[config.mk]
export PLATFORM = sky130hd
export DESIGN_NAME = buzzer_pattern_gen
export DESIGN_NICKNAME = d
export VERILOG_FILES = /design/src/rtl/buzzer_pattern_gen.sv
export SDC_FILE = /design/constraint.sdc
export NUM_CORES = 1
export LEC_CHECK = 0
export BUFFER_PORTS_ARGS = -buffer_cell sky130_fd_sc_hd__buf_4
export CAP_MARGIN = 20
export CORE_MARGIN = 4
export CORE_UTILIZATION = 53
export CTS_BUF_LIST = sky130_fd_sc_hd__clkbuf_16
export DETAILED_ROUTE_END_ITERATION = 7
export MAX_ROUTING_LAYER = met4
export PLACE_DENSITY = 0.85
export SLEW_MARGIN = 0
export SYNTH_ARGS = -nofsm -noshare
export SYNTH_HDL_FRONTEND = slang
export SYNTH_SLANG_ARGS = --single-unit
[constraint.sdc]
create_clock -name clk_i -period 2.5 [get_ports clk_i]
set_input_delay 0.25 -clock clk_i [delete_from_list [all_inputs] [get_ports clk_i]]
set_output_delay 0.25 -clock clk_i [all_outputs]
set_load 0.005 [all_outputs]
[src/rtl/buzzer_pattern_gen.sv]
// buzzer_pattern_gen: plays N beeps of square-wave (or DC) tone separated by silent gaps,
// with ms timing derived from a clock prescaler and a ready/busy/done handshake.
module buzzer_pattern_gen #(
    parameter int   CLK_HZ       = 1_000_000,
    parameter int   SIM_TICK_DIV = 0,
    parameter int   MS_W         = 12,
    parameter int   CNT_W        = 8,
    parameter int   HP_W         = 12,
    parameter logic PIN_ACT_LVL  = 1'b1
) (
    input  logic             clk_i,
    input  logic             rst_n_i,
    input  logic             start_i,
    input  logic             abort_i,
    input  logic [MS_W-1:0]  on_ms_i,
    input  logic [MS_W-1:0]  off_ms_i,
    input  logic [CNT_W-1:0] count_i,
    input  logic [HP_W-1:0]  half_per_i,
    output logic             ready_o,
    output logic             busy_o,
    output logic             done_o,
    output logic             aborted_o,
    output logic [CNT_W-1:0] beeps_left_o,
    output logic             pin_o
);
    localparam int TICK_DIV = SIM_TICK_DIV > 0 ? SIM_TICK_DIV : CLK_HZ / 1000;
    localparam int PW       = TICK_DIV > 1 ? $clog2(TICK_DIV) : 1;

    typedef enum logic [1:0] {IDLE, ON, OFF, DONE} state_t;

    state_t            state;
    logic [PW-1:0]     presc;
    logic [MS_W-1:0]   ms, on_ms, off_ms;
    logic [HP_W-1:0]   hp, hc;
    logic              tick, accept, last_ms;

    assign tick    = presc == PW'(TICK_DIV - 1);
    assign accept  = state == IDLE && start_i && !abort_i;
    assign last_ms = tick && ms == MS_W'(1);

    always_ff @(posedge clk_i or negedge rst_n_i) begin
        if (!rst_n_i) begin
            state        <= IDLE;
            presc        <= '0;
            ms           <= '0;
            on_ms        <= '0;
            off_ms       <= '0;
            hp           <= '0;
            hc           <= '0;
            ready_o      <= 1'b1;
            busy_o       <= 1'b0;
            done_o       <= 1'b0;
            aborted_o    <= 1'b0;
            beeps_left_o <= '0;
            pin_o        <= ~PIN_ACT_LVL;
        end else begin
            // restarting the prescaler on accept keeps every ms exactly TICK_DIV cycles
            presc  <= (accept || tick) ? '0 : presc + 1'b1;
            done_o <= 1'b0;
            case (state)
                IDLE: if (accept) begin
                    on_ms        <= on_ms_i;
                    off_ms       <= off_ms_i;
                    hp           <= half_per_i;
                    beeps_left_o <= count_i;
                    aborted_o    <= 1'b0;
                    ready_o      <= 1'b0;
                    busy_o       <= 1'b1;
                    if (count_i == '0 || on_ms_i == '0) begin
                        state  <= DONE;
                        done_o <= 1'b1;
                    end else begin
                        state <= ON;
                        ms    <= on_ms_i;
                        hc    <= '0;
                        pin_o <= PIN_ACT_LVL;
                    end
                end
                ON, OFF: if (abort_i) begin
                    state        <= DONE;
                    done_o       <= 1'b1;
                    aborted_o    <= 1'b1;
                    beeps_left_o <= '0;
                    pin_o        <= ~PIN_ACT_LVL;
                end else if (state == ON && last_ms) begin
                    beeps_left_o <= beeps_left_o - 1'b1;
                    hc           <= '0;
                    if (beeps_left_o == CNT_W'(1)) begin
                        state  <= DONE;
                        done_o <= 1'b1;
                        pin_o  <= ~PIN_ACT_LVL;
                    end else if (off_ms == '0) begin
                        ms    <= on_ms;
                        pin_o <= PIN_ACT_LVL;
                    end else begin
                        state <= OFF;
                        ms    <= off_ms;
                        pin_o <= ~PIN_ACT_LVL;
                    end
                end else if (state == OFF && last_ms) begin
                    state <= ON;
                    ms    <= on_ms;
                    hc    <= '0;
                    pin_o <= PIN_ACT_LVL;
                end else begin
                    if (tick) ms <= ms - 1'b1;
                    if (state == ON && hp != '0) begin
                        hc    <= (hc == hp - 1'b1) ? '0 : hc + 1'b1;
                        pin_o <= (hc == hp - 1'b1) ? ~pin_o : pin_o;
                    end
                end
                DONE: begin
                    state   <= IDLE;
                    ready_o <= 1'b1;
                    busy_o  <= 1'b0;
                end
            endcase
        end
    end
endmodule

==> results.md, run 1 <==
- Status: finished with violations
- Failing checks: negative setup slack
- Maximum clock rate: 0.373 GHz
- Die width: 106 microns
- Detailed placer's ending HPWL: 9960 microns
- CTS tree: built
- HP Class: in -> reg
- Final hold viol count: 0
- Hold Crit Start: off_ms_i[8]
- DR WL/cell: 17.6 microns
- Area growth from synthesis to layout: 32.2%
- Worst Path Arrival: 2910 ps
- Synth top cells by count: nand2_1, dfrtp_1, nor2_1
- Tot Pwr: 8.51 mW
- Max Fanout on Critical Path: 3
- PD cells: 1270 nW/um^2
- Crit path top cell by count: buf_4
- Average size of a mapped cell: 8.50 sq um
- Clock root buffer master: clkbuf_16
- CP startpoint: hp[5]
- Period utilisation layout: 107%
- Register area share after synthesis: 42.0%
- Vias: 5049
- Worst-Skew Late Latency: 340 ps
- Largest net degree at the start of global routing: 45
- Setup ws final: -184 ps
- Initial core utilization: 54.6%
- Worst VDD drop: 729 uV
- Final net count: 769
- RR Startpoint: hp[5]
- Top delay family on crit path: simple AND/OR/NAND/NOR gates
- Fin area: 6700 sq um
- Asr flop ratio synth: 100%
- Worst Setup End Kind: register
- Antenna violations before repair: 0
- Pre-antenna DRT Iters: 4
- Count of endpoints failing setup in the final report: 20
- Routed Antenna Nets: 0
- Post-route core utilization: 72.1%
- Worst Path Buf+Inv: 2
- Vias in the first global route: 5038
- Initial DRC Count: 458
- GP Congestion: 0.898
- Dpl cell area: 5990 sq um
- Mapped Nets: 656
- Synthesized flop and latch total: 85
- Required @ worst endpoint: 2720 ps
- IO Port Bufs: 60
- Total track usage: 27.2%
- CP cell instances: buf_4 -> or3b_4 -> or4_4 -> o311ai_4 -> o211ai_1 -> a211oi_4 -> nor3_4 -> buf_4 -> mux2_4
- Startpoint Class: register
- Diodes inserted: 0
- I/O Pins: 61
- Netlist cell types: 66
- First-pass GRT wire length: 24100 microns
- Die Area: 11200 sq um
- Post-Route WL: 14800 microns
- EDFF count, synth: 0
- Die Span Y: 106 microns
- Setup CP Type: reg -> reg
- Post-synth top area share: 41.5%
- WHS: 102 ps
- Clock buffer count from CTS: 9
- Max Cap Violations: 0
- Worst slew pin tran: 596 ps
- Area of the core: 9280 sq um
- Top post-synthesis cells by area: dfrtp_1, nand2_1, nor2_1, o21ai_0, xnor2_1
- Final Non-Filler Cells: 843
- Rows: 35
- Inst Count DP: 808
- Share of layout cells above drive strength 1: 26.6%
- Slowest-stage cell, CP: or4_4
- Slew HR: 60.2%
- Crit-path max cell delay: 530 ps
- Gr ovfl total: 0
- Setup WS pre-CTS: -112 ps
- Ys flop type: dfrtp_1
- Fillcell total: 672
- Setup TNS: -2240 ps
- Clock transition at the registers of the reported paths: 60 ps
- Leakage dissipation: 3.12 nW
- Syn Std Cell Area: 5070 sq um
- TritonCTS sink count: 85
- Synth area leader: dfrtp_1
- YS warnings: 0
- H-tree Lvls: 3
- Setup Skew: 6.85 ps
- RSZ-0062 raised after global routing: true
- DRC Markers: 0
- Min cycle time layout: 2680 ps
- Slew Viols, Final: 0
- Clock Path Buffers: 2
- Top-count cell post-synth: nand2_1
- Via density: 5.99
- Syn Inst Count: 596
[area by class of cell]
type / instances / area (sq um) / share of cell area, %
clock buffer: 9 / 225 / 3.36
multi-input combinational: 471 / 3020 / 45.2
inverter: 15 / 56.3 / 0.841
tap: 129 / 161 / 2.41
timing repair buffer: 127 / 1010 / 15.1
clock inverter: 7 / 90.1 / 1.35
sequential: 85 / 2130 / 31.8
[logic make-up after synthesis]
group                    Yosys count  share of synthesized area [%]
AND/OR/NAND/NOR                  292                           27.5
AO/OA/AOI/OAI                    130                           17.8
flip-flops                        85                           42.0
buffers and inverters             41                           3.24
XOR/XNOR                          26                           4.49
adder cells (fa/ha/maj)           12                           2.96
multiplexers                      10                           2.03
[layer usage]
metal  global-route usage [%]  wire (microns)
met1                     32.0            5940
met2                     47.0            7690
met3                     3.37             769
met4                     11.5             428
met5                        -               0
[repair_timing]
| action | 4_1_cts | 5_1_grt |
|---|---|---|
| cloned | 0 | 2 |
| hold endpoints to repair | 42 | 0 |
| endpoints found under the setup margin | 23 | 32 |
| hold buffers | 1 | 0 |
| resized for setup | 36 | 27 |
| pin swaps | 28 | 12 |
| setup buffers | 11 | 5 |
[sequential cells by signal, indices dropped and copies added (netlist names)]
register and cells:
state 2, pin_o 1, on_ms 12, hp 12, busy_o 1, presc 10, done_o 1, beeps_left_o 8
hc 12, ms 12, off_ms 12, ready_o 1, aborted_o 1
[placed cells by master, fill, tap and decap left out, drive strengths merged, types with 5 or more instances in the layout]
cell type / n
buf: 126
ha: 12
nor3: 18
nor2: 59
clkbuf: 9
nor2b: 10
mux2i: 8
xnor2: 19
nand3: 14
a221oi: 6
inv: 15
a21oi: 18
nand2: 130
nor4: 12
dfrtp: 84
nor3b: 5
a21o: 7
o31ai: 11
o22ai: 11
xor2: 7
o21ai: 35
a22o: 10
a211oi: 7
and3: 13
or4: 6
[report_power, final]
part	leakage (nW)	switching [mW]	internal [mW]
Sequential	1.07	0.542	1.95
Clock	0.153	0.552	0.870
Combinational	1.89	2.45	2.14
[tightest hold or removal path, stage by stage]
cell,delay [ps]
buf_4,80
nand2_1,40
nand2_1,40
[path summary, 6_finish.rpt]
check / endpoint / slack [ps] / cells after the start
max in group asynchronous: ms[4] / 1380 / 3
min in group asynchronous: presc[6] / 460 / 2
setup reg to reg: hc[0] / -180 / 9
hold reg to reg: presc[0] / 500 / 1
setup / recovery: hc[0] / -180 / 9
hold / removal: off_ms[8] / 100 / 3
Power figures use the tool's default switching activity.
==> inputs of run 2 (changes only) <==
- CORE_UTILIZATION: 53 -> 59
- HOLD_SLACK_MARGIN: not set -> 0.05
- PLACE_DENSITY: 0.85 -> 0.89
- clock period: 2.5 -> 2.66 ns (I/O delays scaled with it)
==> results.md, run 2 (synthesis gave the netlist of run 1 again) <==
- Int Pwr: 4.26 mW (was 4.96 mW)
- Area growth from synthesis to layout: 25.1% (was 32.2%)
- Final net count: 746 (was 769)
- Worst Path Buf+Inv: 1 (was 2)
- H-tree Lvls: 3 (unchanged)
- Die Span Y: 101 microns (was 106 microns)
- Setup Skew: 9.00 ps (was 6.85 ps)
- Pre-antenna DRT Iters: 5 (was 4)
- Die width: 101 microns (was 106 microns)
- Slew Viols, Final: 0 (unchanged)
- Share of layout cells above drive strength 1: 22.1% (was 26.6%)
- Setup CP Type: reg -> reg (unchanged)
- DRC Markers: 0 (unchanged)
- Count of endpoints failing setup in the final report: 6 (was 20)
- Flop pwr share: 32.2% (was 29.2%)
- Clk pwr share: 16.6% (was 16.7%)
- Vias in the first global route: 5078 (was 5038)
- Setup ws final: -67.8 ps (was -184 ps)
- Most frequent cells in the layout: nand2_1, buf_4, dfrtp_1 (unchanged)
- Clock root buffer master: clkbuf_16 (unchanged)
- First-pass GRT wire length: 23400 microns (was 24100 microns)
- Dpl cell area: 5860 sq um (was 5990 sq um)
- Worst VDD drop: 645 uV (was 729 uV)
- Worst slew pin tran: 581 ps (was 596 ps)
- TritonCTS sink count: 85 (unchanged)
- Fin area: 6340 sq um (was 6700 sq um)
- Required @ worst endpoint: 2880 ps (was 2720 ps)
- Comb pwr share: 51.2% (was 54.0%)
- GP Congestion: 0.932 (was 0.898)
- Clock Path Buffers: 2 (unchanged)
- Slowest-stage cell, CP: or4b_4 (was or4_4)
- IO Port Bufs: 60 (unchanged)
- Final hold viol count: 0 (unchanged)
- Die Area: 10100 sq um (was 11200 sq um)
- Initial DRC Count: 355 (was 458)
- Commonest non-fill, non-tap cell in the layout: nand2_1 (unchanged)
- Failing checks: negative setup slack (unchanged)
- Post-Route WL: 14500 microns (was 14800 microns)
- Period utilisation layout: 103% (was 107%)
- Vias: 5067 (was 5049)
- Diodes inserted: 0 (unchanged)
- RSZ-0062 raised after global routing: true (unchanged)
- Rows: 33 (was 35)
- Area of the core: 8300 sq um (was 9280 sq um)
- Total track usage: 29.6% (was 27.2%)
- Startpoint Class: register (unchanged)
- Setup TNS: -169 ps (was -2240 ps)
- CP cell instances: inv_2 -> ha_4 -> or4b_4 -> nor4_4 -> nand4_1 -> mux2_4 -> a221oi_1 -> a211oi_1 -> a21o_1 (was buf_4 -> or3b_4 -> or4_4 -> o311ai_4 -> o211ai_1 -> a211oi_4 -> nor3_4 -> buf_4 -> mux2_4)
- Sw frac: 42.6% (was 41.7%)
- Clock buffer count from CTS: 9 (unchanged)
- PD cells: 1170 nW/um^2 (was 1270 nW/um^2)
- Initial core utilization: 61.0% (was 54.6%)
- Antenna violations before repair: 0 (unchanged)
- Worst-Skew Late Latency: 340 ps (about the same)
- I/O Pins: 61 (unchanged)
- Max Cap Violations: 0 (unchanged)
- Worst Setup End Kind: register (unchanged)
- Gr ovfl total: 0 (unchanged)
- Min cycle time layout: 2730 ps (was 2680 ps)
- Via density: 6.37 (was 5.99)
- Clock transition at the registers of the reported paths: 60 ps (about the same)
- Max Fanout on Critical Path: 7 (was 3)
- Leakage dissipation: 3.00 nW (was 3.12 nW)
- CTS tree: built (unchanged)
- Largest net degree at the start of global routing: 44 (was 45)
- Slew HR: 60.9% (was 60.2%)
- Routed Antenna Nets: 0 (unchanged)
- Worst Path Arrival: 2950 ps (was 2910 ps)
- Top delay family on crit path: simple AND/OR/NAND/NOR gates (unchanged)
- Sw power: 3.17 mW (was 3.55 mW)
- HP Class: in -> reg (unchanged)
- Crit-path max cell delay: 480 ps (was 530 ps)
- Maximum clock rate: 0.367 GHz (was 0.373 GHz)
- DR WL/cell: 18.2 microns (was 17.6 microns)
- Detailed placer's ending HPWL: 9570 microns (was 9960 microns)
- Status: finished with violations (unchanged)
-- run 2: cell types whose count changed in the layout (fill, tap and decap cells not counted), moves of 2 or more --
cell	previous run	this run
o21ai_1	14	1
o21ai_0	20	34
and3_1	11	13
a311oi_1	0	2
buf_4	116	101
a311oi_2	2	0
o31ai_2	9	1
buf_6	8	1
inv_2	0	3
inv_1	15	13
o31ai_1	2	10
o22ai_4	3	0
and3_4	2	0
-- run 2: cell type report --
cell class | instances | area (sq um)
inverter | 15 | 56.3
multi-input combinational | 470 | 2910
clock buffer | 9 | 225
sequential | 85 | 2130
clock inverter | 7 | 67.6
timing repair buffer | 105 | 820
tap | 105 | 131
fill | 536 | 1960
-- run 2: stage by stage --
step	hold WS, ps	worst slack, ps	utilization, %	std cells	power (mW)
after floorplan	-29.6	13.8	-	596	4.60
after global placement	296	54.7	70.6	774	5.62
after detailed placement	303	-64.6	70.6	774	5.81
after CTS	122	2.51	74.8	792	7.16
after global routing	121	-148	76.4	796	7.94
final	118	-67.8	76.4	796	7.43
-- run 2: final timing paths --
kind | from | endpoint | slack (ps) | depth (start not counted)
setup / recovery | ms[1] | ms[9] | -70 | 9
hold / removal | off_ms_i[6] | off_ms[6] | 120 | 3
setup reg to reg | ms[1] | ms[9] | -70 | 9
hold reg to reg | on_ms[4] | on_ms[4] | 480 | 2
max in group asynchronous | rst_n_i | state[1] | 1560 | 3
min in group asynchronous | rst_n_i | presc[2] | 460 | 2
-- run 2: what timing repair did --
| action | in CTS | in global routing |
|---|---|---|
| endpoints found under the setup margin | 23 | 23 |
| endpoints found under the hold margin | 41 | 0 |
| hold buffers | 1 | 0 |
| gates resized for setup | 11 | 18 |
| pin swaps | 5 | 9 |
| buffers inserted | 1 | 4 |
-- run 2: power groups by stage --
stage                     Clock (mW)  Combinational [mW]  Sequential, mW
after detailed placement           0                3.46            2.35
after global placement             0                3.29            2.33
after floorplan                    0                2.36            2.24
after global routing            1.30                4.18            2.46
final                           1.23                3.80            2.39
after CTS                       1.23                3.58            2.35
-- run 2: routing by layer --
| metal | vias up | global-route usage, % | part of all wire, % |
|---|---|---|---|
| met3 | 64 | 4.71 | 7.1 |
| met5 | - | - | 0 |
| met2 | 274 | 49.6 | 51 |
| met4 | 0 | 14.2 | 3.7 |
| li1 | 2302 | - | - |
| met1 | 2427 | 34.7 | 39 |
-- run 2: tightest hold or removal path, delay by kind of cell --
kind	cells	cell delay [ps]
simple gates	2	90
buf+inv	1	80
